==> src/rtl/fetch_in_unit.sv <==
// fetch_in_unit: program-counter register of the fetch stage.
// Each rising clock edge loads either the sequential PC (pc_4) or the ALU redirect target
// (alu_in), chosen by pc_sel. The load is verbatim: no masking, no arithmetic.
// The asynchronous active-low reset forces pc_out to RESET_PC immediately.
// Optional feature macro: FETCH_IN_MISALIGN_EN adds the registered flag pc_misaligned, which
// reports whether the loaded PC has a nonzero low two bits. The PC itself is not corrected.
module fetch_in_unit #(
  parameter int unsigned     XLEN     = 32,
  parameter logic [XLEN-1:0] RESET_PC = '0
) (
  input  logic            clk,
  input  logic            rst,
  input  logic [XLEN-1:0] pc_4,
  input  logic [XLEN-1:0] alu_in,
  input  logic            pc_sel,
`ifdef FETCH_IN_MISALIGN_EN
  output logic            pc_misaligned,
`endif
  output logic [XLEN-1:0] pc_out
);

  logic [XLEN-1:0] pc_d, pc_q;

  // Next-PC select: the redirect target wins when pc_sel is high.
  always_comb begin
    pc_d = pc_4;
    if (pc_sel) begin
      pc_d = alu_in;
    end
  end

  // PC register: loads every cycle, no enable or stall.
  always_ff @(posedge clk or negedge rst) begin
    if (!rst) begin
      pc_q <= RESET_PC;
    end else begin
      pc_q <= pc_d;
    end
  end

  assign pc_out = pc_q;

`ifdef FETCH_IN_MISALIGN_EN
  logic misaligned_d, misaligned_q;

  // Misalignment flag tracks the value being loaded so it lines up with pc_out.
  always_comb begin
    misaligned_d = (pc_d[1:0] != 2'b00);
  end

  // Flag register shares the PC's reset and load timing.
  always_ff @(posedge clk or negedge rst) begin
    if (!rst) begin
      misaligned_q <= 1'b0;
    end else begin
      misaligned_q <= misaligned_d;
    end
  end

  assign pc_misaligned = misaligned_q;
`endif

  // An unknown select would load an undefined PC; flag it in simulation.
  pc_sel_known_a : assert property (@(posedge clk) disable iff (!rst) !$isunknown(pc_sel))
    else $error("pc_sel is X/Z at a load edge");

endmodule

==> config.mk <==
export PLATFORM = sky130hd
export DESIGN_NAME = fetch_in_unit
export DESIGN_NICKNAME = d
export VERILOG_FILES = /design/src/rtl/fetch_in_unit.sv
export SDC_FILE = /design/constraint.sdc
export NUM_CORES = 1
export LEC_CHECK = 0
export ABC_AREA = 1
export CAP_MARGIN = 0
export CORE_MARGIN = 10
export CORE_UTILIZATION = 36
export CTS_CLUSTER_DIAMETER = 150
export DETAILED_ROUTE_END_ITERATION = 8
export GPL_TIMING_DRIVEN = 0
export MAX_ROUTING_LAYER = met4
export PLACE_DENSITY = 0.83
export SLEW_MARGIN = 20
export SYNTH_ARGS = -nofsm -noshare
export SYNTH_HDL_FRONTEND = slang
export SYNTH_SLANG_ARGS = --single-unit
==> constraint.sdc <==
create_clock -name clk -period 1 [get_ports clk]
set_input_delay 0.2 -clock clk [delete_from_list [all_inputs] [get_ports clk]]
set_output_delay 0.2 -clock clk [all_outputs]
set_load 0.01 [all_outputs]
==> flow_metrics.env <==
export IMPL_status="finished, violations left"
export IMPL_violations="negative setup slack"
export IMPL_fill_cells=286
export IMPL_fmax_mhz=971.6
export IMPL_post_cts_buffers=0
export IMPL_critical_path_class="reg2out"
export IMPL_synth_async_reset_ratio=1.000
export IMPL_ys_types=7
export IMPL_worstSetupStartpointType="register"
export IMPL_whs_ns=0.1420
export IMPL_rsz0062_at_grt="yes"
export IMPL_cp_buffers_inverters=1
export IMPL_tritoncts="yes"
export IMPL_grt_max_degree=33
export IMPL_track_usage=0.1264
export IMPL_cp_slowest_cell="dfrtp_1"
export IMPL_synth_fp_nets=203
export IMPL_antenna_cells=0
export IMPL_p_total_mw=2.909
export IMPL_syn_inst=136
export IMPL_fin_nets=308
export IMPL_start_util=0.3784
export IMPL_finalHoldViolCount=0
export IMPL_drt_first_pass_iters=3
export IMPL_worst_endpoint_required_ns=0.80
export IMPL_cp_end_kind="output port"
export IMPL_die_h_um=79.92
export IMPL_cp_arrival_ns=0.83
export IMPL_drc=0
export IMPL_htreeDepth=2
export IMPL_synth_xor_area_frac=0
export IMPL_crit_start="pc_out[0]$_DFF_PN0_"
export IMPL_dieArea_sq_um=6387
export IMPL_synth_most_common_cell="nand2_1"
export IMPL_multi_input_area_sq_um=385.4
export IMPL_synthMuxAreaShare=0
export IMPL_die_w_um=79.92
export IMPL_synth_commonest_cells="86 x nand2_1, 32 x dfrtp_1, 10 x nand2_2"
export IMPL_stdcell_count=287
export IMPL_post_dp_hpwl_um=3298
export IMPL_ir_drop_mv=0.7373
export IMPL_fin_util=0.6850
export IMPL_antenna_found_initial=0
export IMPL_p_leak_nw=1.185
export IMPL_cts_root_buf="clkbuf_4"
export IMPL_routedWlPerCell_um=14.15
export IMPL_vias=1174
export IMPL_path_cells="buf_2"
export IMPL_drt_initial_drc_count=21
export IMPL_via_per_inst=4.091
export IMPL_synth_edff_count=0
export IMPL_drive_gt1_frac=0.2407
export IMPL_p_per_area_nw_per_um2=1243
export IMPL_drv_slew=0
export IMPL_core_area_sq_um=3416
export IMPL_fin_crit_sh=1.029
export IMPL_placedInstanceArea_sq_um=2316
export IMPL_cpLargestDelayFamily="flip-flops"
export IMPL_row_count=21
export IMPL_synthFlopType="dfrtp_1"
export IMPL_first_global_vias=1220
export IMPL_final_setup_tns_ns=-0.3880
export IMPL_port_buffers=97
export IMPL_wirelength_um=4061
export IMPL_cp_max_fo=1
export IMPL_dp_slack_ns=-0.07030
export IMPL_synth_warnings=0
export IMPL_drv_cap=0
export IMPL_cts_buffers=5
export IMPL_critPathMaxStageDelay_ns=0.38
export IMPL_max_slew_margin=0.6992
export IMPL_clk_pin_slew_worst_paths_ns=0.09
export IMPL_synth_compound_area_frac=0
export IMPL_synth_seq_cells=32
export IMPL_gr_total_overflow=0
export IMPL_synth_adder_area_share=0
export IMPL_worst_setup_path_endpoint="pc_out[0]"
export IMPL_yosysTopAreaCell="dfrtp_1"
export IMPL_seq_area_sq_um=800.8
export IMPL_setup_viol=28
export IMPL_period_minus_slack_ns=1.029
export IMPL_largest_register_ffs=32
export IMPL_dp_cells=279
export IMPL_tightest_slew_ns=0.4512
export IMPL_place_congestion=0.7809
export IMPL_syn_cell_area_sq_um=1292
export IMPL_avgSynthCellArea_sq_um=9.504
export IMPL_worst_slack_ns=-0.02921
export IMPL_clockBufferDepth=2
export IMPL_synth_simple_area_share=0.2982
export IMPL_synth_area_top_cells="dfrtp_1 62%, nand2_1 25%, nand2_2 4.8%"
export IMPL_ant_nets=0
export IMPL_holdPathStages=3
export IMPL_syn_to_final_growth_pct=81.03
export IMPL_grt_pass1_wl_um=6023
export IMPL_ys_seq_area_frac=0.6196
export IMPL_synth_top_family_by_area="simple AND/OR/NAND/NOR gates"
export IMPL_io_pins=99
export IMPL_final_cell_area_sq_um=2340
export IMPL_cts_sinks=32
export IMPL_worstHoldPathType="in2reg"
export IMPL_yosys_area_top_type_share=0.6196
export IMPL_cp_num_cells=1
[power by group]
group	internal (mW)	total (mW)	switching, mW	leakage (nW)
Combinational	0.431	0.693	0.262	0.765
Sequential	1.39	1.42	0.0338	0.383
Clock	0.399	0.792	0.393	0.0374
Total	2.22	2.91	0.689	1.19
[metal layers]
metal | GRT usage | routed length, um
met5 | - | 0
met4 | 0.04401 | 51
met3 | 0.04730 | 247
met2 | 0.2319 | 2255
met1 | 0.1169 | 1506
[worst min path at each step]
stage            from                    to
2_1_floorplan     rst   pc_out[0]$_DFF_PN0_
3_3_place_gp   pc_sel  pc_out[28]$_DFF_PN0_
3_5_place_dp      rst  pc_out[31]$_DFF_PN0_
4_1_cts        pc_sel  pc_out[29]$_DFF_PN0_
5_1_grt        pc_sel  pc_out[29]$_DFF_PN0_
6_report       pc_sel  pc_out[29]$_DFF_PN0_
[layout by cell type (no fill, tap or decap), drive strengths merged]
master	instances
nand2	96
dfrtp	32
clkdlybuf4s50	64
dlygate4sd3	1
inv	1
clkbuf	11
buf	36
[layout make-up]
cell class,instances,area share
Timing Repair Buffer,98,0.3952
Sequential cell,32,0.3422
Multi-Input combinational cell,96,0.1647
Buffer,7,0.04064
Clock buffer,7,0.02781
Tap cell,46,0.02460
Inverter,1,0.004813
[cells by family (layout without fill, tap and decap cells)]
family	Yosys count	after routing
simple gates	96	96
buf+inv	8	113
flops	32	32
[repair_timing]
item / CTS / global route
gates resized for setup: 135 / 12
setup endpoints to repair: 32 / 64
hold buffers: 1 / 0
endpoints found under the hold margin: 32 / 0
No activity file was read; power rests on OpenSTA's default activity.
